$ cat src/rtl/fp_scale_pkg.sv
// Shared constants and request typedefs for the power-of-two float scaling scheduler.
// IEEE-754 single-precision field positions plus the per-request bundle {dir, num, shift}.
package fp_scale_pkg;

    localparam int          FP_EXP_MSB = 30;
    localparam int          FP_EXP_LSB = 23;
    localparam logic [7:0]  FP_EXP_MAX = 8'hFF;
    localparam int          FP_BIAS    = 127;
    localparam int          SHIFT_W    = 4;

    typedef enum logic {
        DIR_LEFT  = 1'b0,
        DIR_RIGHT = 1'b1
    } fp_dir_e;

    typedef struct packed {
        fp_dir_e              dir;
        logic [31:0]          num;
        logic [SHIFT_W-1:0]   shift;
    } fp_req_t;

endpackage

$ cat src/rtl/fp_scale_core.sv
// Combinational power-of-two scaler: adds or subtracts k from the exponent field,
// saturating to inf / flushing to zero, and passing zero, denormal, inf and NaN through.
module fp_scale_core
    import fp_scale_pkg::*;
(
    input  fp_req_t      req_i,
    output logic [31:0]  num_o,
    output logic         ovf_o,
    output logic         unf_o
);

    logic [7:0] exp;
    logic [8:0] sum;
    logic [8:0] diff;

    // NOTE: every output gets a default first so no path through the branches infers a latch.
    always_comb begin
        exp   = req_i.num[FP_EXP_MSB:FP_EXP_LSB];
        sum   = {1'b0, exp} + {5'b0, req_i.shift};
        diff  = {1'b0, exp} - {5'b0, req_i.shift};
        num_o = req_i.num;
        ovf_o = 1'b0;
        unf_o = 1'b0;

        if (exp != 8'h00 && exp != FP_EXP_MAX && req_i.shift != '0) begin
            if (req_i.dir == DIR_LEFT) begin
                if (sum >= 9'd255) begin
                    num_o = {req_i.num[31], FP_EXP_MAX, 23'h0};
                    ovf_o = 1'b1;
                end else begin
                    num_o[FP_EXP_MSB:FP_EXP_LSB] = sum[7:0];
                end
            end else begin
                // diff is a 9-bit two's complement value; bit 8 set means e-k went negative.
                if (diff[8] || diff == 9'd0) begin
                    num_o = {req_i.num[31], 31'h0};
                    unf_o = 1'b1;
                end else begin
                    num_o[FP_EXP_MSB:FP_EXP_LSB] = diff[7:0];
                end
            end
        end
    end

endmodule

$ cat src/rtl/fp_scale_scheduler.sv
// Round-robin scheduler sharing one fp_scale_core between N_REQ requesters,
// with a single registered output stage that honours downstream backpressure.
module fp_scale_scheduler
    import fp_scale_pkg::*;
#(
    parameter int N_REQ = 4,
    parameter int ID_W  = 2
) (
    input  logic                  iClk,
    input  logic                  iRst,
    input  logic [N_REQ-1:0]      iReqValid,
    input  logic [N_REQ-1:0]      iReqDir,
    input  logic [32*N_REQ-1:0]   iReqNum,
    input  logic [4*N_REQ-1:0]    iReqShift,
    output logic [N_REQ-1:0]      oReqReady,
    output logic                  oValid,
    input  logic                  iReady,
    output logic [31:0]           oNum,
    output logic [ID_W-1:0]       oId,
    output logic                  oOvf,
    output logic                  oUnf
);

    fp_req_t           req [N_REQ];
    fp_req_t           sel_req;
    logic [31:0]       core_num;
    logic              core_ovf;
    logic              core_unf;

    logic              can_acc;
    logic              found;
    logic              transfer;
    logic [ID_W-1:0]   grant;
    int                cand;

    logic              valid_d, valid_q;
    logic [31:0]       num_d,   num_q;
    logic [ID_W-1:0]   id_d,    id_q;
    logic              ovf_d,   ovf_q;
    logic              unf_d,   unf_q;
    logic [ID_W-1:0]   ptr_d,   ptr_q;

    for (genvar r = 0; r < N_REQ; r++) begin : g_unpack
        assign req[r] = '{dir:   fp_dir_e'(iReqDir[r]),
                          num:   iReqNum[32*r +: 32],
                          shift: iReqShift[4*r +: 4]};
    end

    // Scan from the pointer upward, wrapping modulo N_REQ; the first valid requester wins.
    always_comb begin
        found = 1'b0;
        grant = '0;
        cand  = 0;
        for (int i = 0; i < N_REQ; i++) begin
            cand = int'(ptr_q) + i;
            if (cand >= N_REQ) cand = cand - N_REQ;
            if (!found && iReqValid[ID_W'(cand)]) begin
                found = 1'b1;
                grant = ID_W'(cand);
            end
        end
    end

    assign can_acc   = !valid_q || iReady;
    assign transfer  = found && can_acc && !iRst;
    assign oReqReady = transfer ? ({{(N_REQ-1){1'b0}}, 1'b1} << grant) : '0;
    assign sel_req   = req[grant];

    fp_scale_core u_core (
        .req_i (sel_req),
        .num_o (core_num),
        .ovf_o (core_ovf),
        .unf_o (core_unf)
    );

    always_comb begin
        valid_d = valid_q;
        num_d   = num_q;
        id_d    = id_q;
        ovf_d   = ovf_q;
        unf_d   = unf_q;
        ptr_d   = ptr_q;
        if (transfer) begin
            valid_d = 1'b1;
            num_d   = core_num;
            id_d    = grant;
            ovf_d   = core_ovf;
            unf_d   = core_unf;
            ptr_d   = (grant == ID_W'(N_REQ-1)) ? '0 : grant + 1'b1;
        end else if (iReady) begin
            valid_d = 1'b0;
        end
    end

    // NOTE: state registers use non-blocking assignments so every flop samples pre-edge values.
    always_ff @(posedge iClk) begin
        if (iRst) begin
            valid_q <= 1'b0;
            num_q   <= '0;
            id_q    <= '0;
            ovf_q   <= 1'b0;
            unf_q   <= 1'b0;
            ptr_q   <= '0;
        end else begin
            valid_q <= valid_d;
            num_q   <= num_d;
            id_q    <= id_d;
            ovf_q   <= ovf_d;
            unf_q   <= unf_d;
            ptr_q   <= ptr_d;
        end
    end

    assign oValid = valid_q;
    assign oNum   = num_q;
    assign oId    = id_q;
    assign oOvf   = ovf_q;
    assign oUnf   = unf_q;

endmodule
$ cat config.mk
export PLATFORM = sky130hd
export DESIGN_NAME = fp_scale_scheduler
export DESIGN_NICKNAME = d
export VERILOG_FILES = /design/src/rtl/fp_scale_pkg.sv /design/src/rtl/fp_scale_core.sv /design/src/rtl/fp_scale_scheduler.sv
export SDC_FILE = /design/constraint.sdc
export NUM_CORES = 1
export LEC_CHECK = 0
export CAP_MARGIN = 30
export CORE_MARGIN = 2
export CORE_UTILIZATION = 62
export CTS_CLUSTER_DIAMETER = 50
export CTS_CLUSTER_SIZE = 8
export DETAILED_ROUTE_END_ITERATION = 7
export DONT_BUFFER_PORTS = 1
export GPL_ROUTABILITY_DRIVEN = 0
export PLACE_DENSITY = 0.8
export SLEW_MARGIN = 20
export SYNTH_ARGS = -nofsm -noshare
export SYNTH_HDL_FRONTEND = slang
export SYNTH_SLANG_ARGS = --single-unit
$ cat constraint.sdc
create_clock -name iClk -period 11.6 [get_ports iClk]
set_input_delay 2.32 -clock iClk [delete_from_list [all_inputs] [get_ports iClk]]
set_output_delay 2.32 -clock iClk [all_outputs]
set_load 0.05 [all_outputs]
## After elaboration in Yosys (flattened, before gate mapping)

Index checks and enable logic that the tools add are counted.

- Flip-flop bits (word level): 39
- Input port bits: 155
- Output and inout bits: 41
- Word-level logic and storage cells: 91

- Add/sub/neg operators: 10
- Magnitude comparators: 10
- Equal/unequal tests: 2
- Shift-type cells: 1
- Muxes and demuxes: 43
- Bitwise operators: 1
- Reductions and logical operators: 18

Operator list:

| operator | number |
|---|---|
| $bmux W37 S2 | 1 |
| $mux W37 | 2 |
| $mux W31 | 2 |
| $mux W23 | 2 |
| $mux W1 | 20 |
| $mux W2 | 9 |
| $lt A2 B4 Y1 const B | 4 |
| $mux W8 | 2 |
| $ge A3 B3 Y1 const B | 4 |
| $add A8 B4 Y9 | 1 |
| $ge A9 B8 Y1 const B | 1 |
| $logic_not A9 Y1 | 1 |
| $sub A8 B4 Y9 | 1 |
| $bmux W1 S2 | 4 |
| $ne A8 B8 Y1 const B | 1 |
| $reduce_bool A8 Y1 | 1 |
| $sub A2 B1 Y2 const B | 4 |
| $logic_and A1 B1 Y1 | 7 |
| $add A2 B2 Y3 const B | 2 |
| $logic_not A1 Y1 | 5 |
| $mux W4 | 1 |
| $reduce_bool A4 Y1 | 1 |
| $shl A1 B2 Y4 const A | 1 |
| $add A2 B1 Y3 const B | 1 |
| other kinds (6) | 7 |

## Depth between registers and ports, before layout

- Depth after elaboration: 25
- Gate-level depth with buffers: 22

## Cells and area by module

From an unflattened synthesis, not the netlist that was laid out.

- Cell total of the unflattened synthesis: 562
- Area, all modules: 3905.0 µm²

By module, submodules not included:

| module | times used | cells each | area an instance (µm²) |
|---|---|---|---|
| fp_scale_scheduler | 1 | 400 | 2638.8 |
| fp_scale_core | 1 | 162 | 1266.2 |

## Worst setup path after synthesis

Ideal clock, no wire load.

- Kind: input to output
- From: in iReqValid[2]
- To: out oReqReady[3]
- Data arrival time: 4.525 ns
- Data required time: 9.280 ns
- Path slack: 4.755 ns
- Stages: 10
- Buffers on the path: 4
- Cell sequence: nor2b_2 > o2bb2ai_1 > or2_1 > buf_6 > clkinv_8 > clkbuf_1 > clkbuf_1 > clkbuf_1 > ha_1 > and2_1

- Elaborated cells on any way between the ends: 30

RTL lines:

| what | line | source |
|---|---|---|
| start, declared | fp_scale_scheduler.sv:11 | `input logic [N_REQ-1:0] iReqValid,` |
| $bmux W1 S2 | fp_scale_scheduler.sv:57 | `if (!found && iReqValid[ID_W'(cand)]) begin` |
| $mux W1 (implied by the code) (2 in a row) | fp_scale_scheduler.sv:57 |  |
| $mux W1 | fp_scale_scheduler.sv:57 |  |
| $logic_not A1 Y1 | fp_scale_scheduler.sv:57 |  |
| $logic_and A1 B1 Y1 | fp_scale_scheduler.sv:57 |  |
| $mux W1 | fp_scale_scheduler.sv:57 |  |
| $logic_not A1 Y1 | fp_scale_scheduler.sv:57 |  |
| $logic_and A1 B1 Y1 | fp_scale_scheduler.sv:57 |  |
| $mux W1 | fp_scale_scheduler.sv:57 |  |
| $logic_not A1 Y1 | fp_scale_scheduler.sv:57 |  |
| $logic_and A1 B1 Y1 | fp_scale_scheduler.sv:57 |  |
| $mux W2 (*) | fp_scale_scheduler.sv:57 |  |
| via grant[0] | fp_scale_scheduler.sv:33 | `logic [ID_W-1:0] grant;` |
| $shl A1 B2 Y4 (*) | fp_scale_scheduler.sv:66 | `assign oReqReady = transfer ? ({{(N_REQ-1){1'b0}}, 1'b1} << grant) : '0;` |
| $mux W4 (*) | fp_scale_scheduler.sv:66 |  |
| end, declared | fp_scale_scheduler.sv:15 | `output logic [N_REQ-1:0] oReqReady,` |

Mark *: on every way through the listed nets, which the timed path passes. The rest lies on a longest branch. The select of a mux whose other input is x is not followed.

## Final worst setup path

- From: in iReqValid[2]
- To: reg num_q[16], in the netlist oNum[16]

- Word-level cells in the longest chain between the ends: 23
- Elaborated cells on any way between the ends: 46

RTL lines:

| what | line | source |
|---|---|---|
| branches (longest 23 deep; another with $bmux W1 S2) | n/a |  |
| end signal, assigned | fp_scale_scheduler.sv:106 | `num_q <= num_d;` |
| end, declared | fp_scale_scheduler.sv:37 | `logic [31:0] num_d, num_q;` |

Several ways; the timed one is not identified. The select of a mux whose other input is x is not followed.
A chain may end at the register's enable or synchronous reset.

==> impl_results.md <==
* DIE WIDTH at between 80 and 90 µm
* Post-DP HPWL at slightly above 8000 µm
* Hold WC Path Type: reg -> reg
* Vias per cell at roughly 6.7
* Sw frac at 0.5498
* Buffers on Ports at 0
* Netlist cell types at 65
* Ys flop type: dfxtp_1
* First-pass GRT wire length at around 16000 µm
* Worst Setup Start Kind: input port
* Routed Antenna Nets at 0
* Mux cell area share after synthesis at 0.02549
* Post-Syn Instances at roughly 550
* Max-cap check violation count at 0
* Asr flop ratio synth at 0
* Placed cell areas at between 3000 and 4000 µm²
* Share of layout cells above drive strength 1 at 0.06883
* Residual DRC at 0
* Antenna Cells at 0
* Clk pwr share at 0.109
* Total CTS buffers at 5
* Die ar. at 6487 µm²
* Initial Util at 0.6516
* Overflow after GRT at 0
* Worst-Skew Late Latency at 0.29 ns
* Synth-to-layout area growth at 1.653%
* Largest cells by area after synthesis: dfxtp_1 21%, nand2_1 17%, nand3_1 11%
* Post-CTS setup-driven buffer insertion count at 0
* Pint at about 0.37 mW
* Design Area, Final at roughly 3700 µm²
* GRT Util Overall at 0.3081
* Critical path peak fanout at 57
* Routed len/inst at approximately 18 µm
* Nets@finish at 691
* Max-slew violations at 0
* Clk root buf: clkbuf_8
* Crit path max-delay cell type: inv_2
* Buf/Inv on CP at 3
* Post-cts gate resize count at 0
* Setup crit end kind: flop
* Synth Area per Inst at roughly 6.6 µm²
* Initial DRC Count at about 360
* Lkg Pwr at approximately 1.6 nW
* Logic pwr share at 0.522
* Final Hold Viols at 0
* Post-synthesis adder-cell area fraction at 0.05236
* Xor/xnor share of the synthesized area at 0.01206
* CTS tree: built
* Sequential area share after synthesis at 0.2150
* Final WL at roughly 11000 µm
* Die span in y at 80.54 µm
* Flop pwr share at 0.369
* Psw at about 0.45 mW
* Post-synth top cells: 167 x nand2_1, 78 x nand3_1, 39 x dfxtp_1
* CP Cell Sequence: nor2b_1, a211o_1, nand2_2, inv_2, mux2i_1, mux2_2, inv_1, ha_1, inv_1, fa_1, nor2b_1, o21ai_0, nor2b_1, nand3_1, a2111oi_4, o21ai_2, a21oi_4, o31ai_1
* Delay-heaviest family, CP: compound AO/OA/AOI/OAI gates
* Ys Warns at 0
* Crit path kind: in -> reg
* Most numerous cell in the Yosys netlist: nand2_1
* Number of global-route vias before repair at roughly 3300
* Final setup vio count at 0
* Status: finished clean
* Core ar. at roughly 5600 µm²
* Relative slew slack at 0.3749
* Total negative slack at 0 ns
* Max Buffers Root-to-Sink at 2
* CP peak stage delay at roughly 0.76 ns
* Cell mode on critical path: nor2b_1
* Initial antenna violation count at 0
* Synth Cell Area at ~3600 µm²
* Largest family of logic cells by synthesized area: simple AND/OR/NAND/NOR gates
* Share of the synthesized area in the top cell type at 0.2150
* Minimum clock period at between 7 and 8 ns
* Power density over the cells at 223.6 nW/µm²
* RSZ-0062 raised after global routing: false
* Final period util at 0.6334
* Register bit total from synthesis at 39
* 1st-pass router iterations at 5
* Data arrival, critical path at 7.51 ns
* Htree depth at 2
* Post-synthesis simple-gate area fraction at 0.4103
* Clock Pin Slew Worst Setup and Hold Paths at roughly 0.080 ns
* Post-synth EDFFs at 0
* Routed vias at around 4000
* Syn Nets at around 700
* Setup Skew at 0.002910 ns
* FMAX at 136.1 MHz
* Clock sink count at 39
* Synth area leader: dfxtp_1
* Cell row count at 27
* Data required, critical path at between 10 and 15 ns
* Top-level I/O count at between 150 and 200
* Worst-Margin Slew at between 0.9 and 1 ns
* Worst vdd ir at approximately 180 µV
* Hold_buf cts at 0
* Largest net degree at the start of global routing at roughly 60
* Synth Area in Compound Gates at 0.2150
## flip-flops by register name, summed over array words and instances, names as in the netlist
register	flops
oId	2
oValid	1
oOvf	1
ptr_q	2
oUnf	1
oNum	32
## layout make-up
type,instances,area [µm²]
Inverter,14,65.06
Tap cell,72,90.09
Fill cell,503,1882
Clock buffer,6,72.57
Clock inverter,2,12.51
Timing Repair Buffer,7,68.82
Multi-Input combinational cell,455,2603
Sequential cell,39,780.7
## power groups by stage
stage	logic, mW	clock network [mW]	registers [mW]
floorplan	0.350	0	0.298
global placement	0.406	0	0.308
detailed placement	0.417	0	0.308
CTS	0.419	0.0922	0.305
global route	0.477	0.0968	0.309
finish	0.431	0.0900	0.305
## layer usage
layer | share of wire | up-vias | track usage | routed length [µm]
met4 | 0.030 | 0 | 0.1203 | 323
met3 | 0.11 | 33 | 0.08764 | 1227
met5 | 0 | - | 0 | 0
met1 | 0.40 | 1828 | 0.3877 | 4312
li1 | - | 1880 | - | -
met2 | 0.45 | 264 | 0.4958 | 4884
## logic make-up (layout without fill, tap and decap cells)
family,count (synthesis),count (layout)
flip-flops,39,39
AND/OR/NAND/NOR,317,317
adder cells (fa/ha/maj),14,14
multiplexers,9,9
XOR/XNOR,5,5
AO/OA/AOI/OAI,110,110
buffers and inverters,55,29
## cell usage in the layout, fill, tap and decap left out, drive strengths merged, types with 3 or more instances in the layout
| cell | instances |
|---|---|
| a211oi | 9 |
| nor3b | 3 |
| nand2 | 167 |
| mux2i | 7 |
| or3 | 3 |
| a211o | 4 |
| dfxtp | 39 |
| nand3b | 6 |
| nor2 | 10 |
| nor2b | 8 |
| or2 | 3 |
| inv | 13 |
| a22o | 3 |
| and3 | 7 |
| a21o | 4 |
| xnor2 | 3 |
| buf | 7 |
| nand2b | 5 |
| ha | 12 |
| clkbuf | 6 |
| nand4 | 6 |
| a31o | 3 |
| o21bai | 3 |
| a21oi | 19 |
| nand3 | 81 |
| nor3 | 6 |
| o31ai | 24 |
| and2 | 6 |
| o21ai | 26 |
## path summary, 6_finish.rpt
kind,cells past startpoint,endpoint,from,slack [ns]
worst max-delay path,18,oNum[16],iReqValid[2],4.25
worst min-delay path,2,ptr_q[0],ptr_q[0],0.58
worst max register to register,18,oNum[16],ptr_q[0],5.91
worst min register to register,2,ptr_q[0],ptr_q[0],0.58
## worst min-delay path, stage by stage (launching register included)
cell and delay [ns]:
dfxtp_1 0.36, a21oi_1 0.14, nor2_1 0.04
## metrics by stage
| step | power (mW) | hold slack (ns) | instances | util | setup slack (ns) |
|---|---|---|---|---|---|
| after floorplan | 0.6480 | 0.5216 | 549 | - | 4.755 |
| after global placement | 0.7140 | 0.5695 | 585 | 0.6415 | 3.609 |
| after detailed placement | 0.7249 | 0.5690 | 585 | 0.6415 | 3.348 |
| after CTS | 0.8165 | 0.5790 | 593 | 0.6568 | 3.651 |
| after global routing | 0.8826 | 0.6232 | 595 | 0.6624 | 3.844 |
| final | 0.8257 | 0.5824 | 595 | 0.6624 | 4.252 |
No activity file was read; power rests on OpenSTA's default activity.
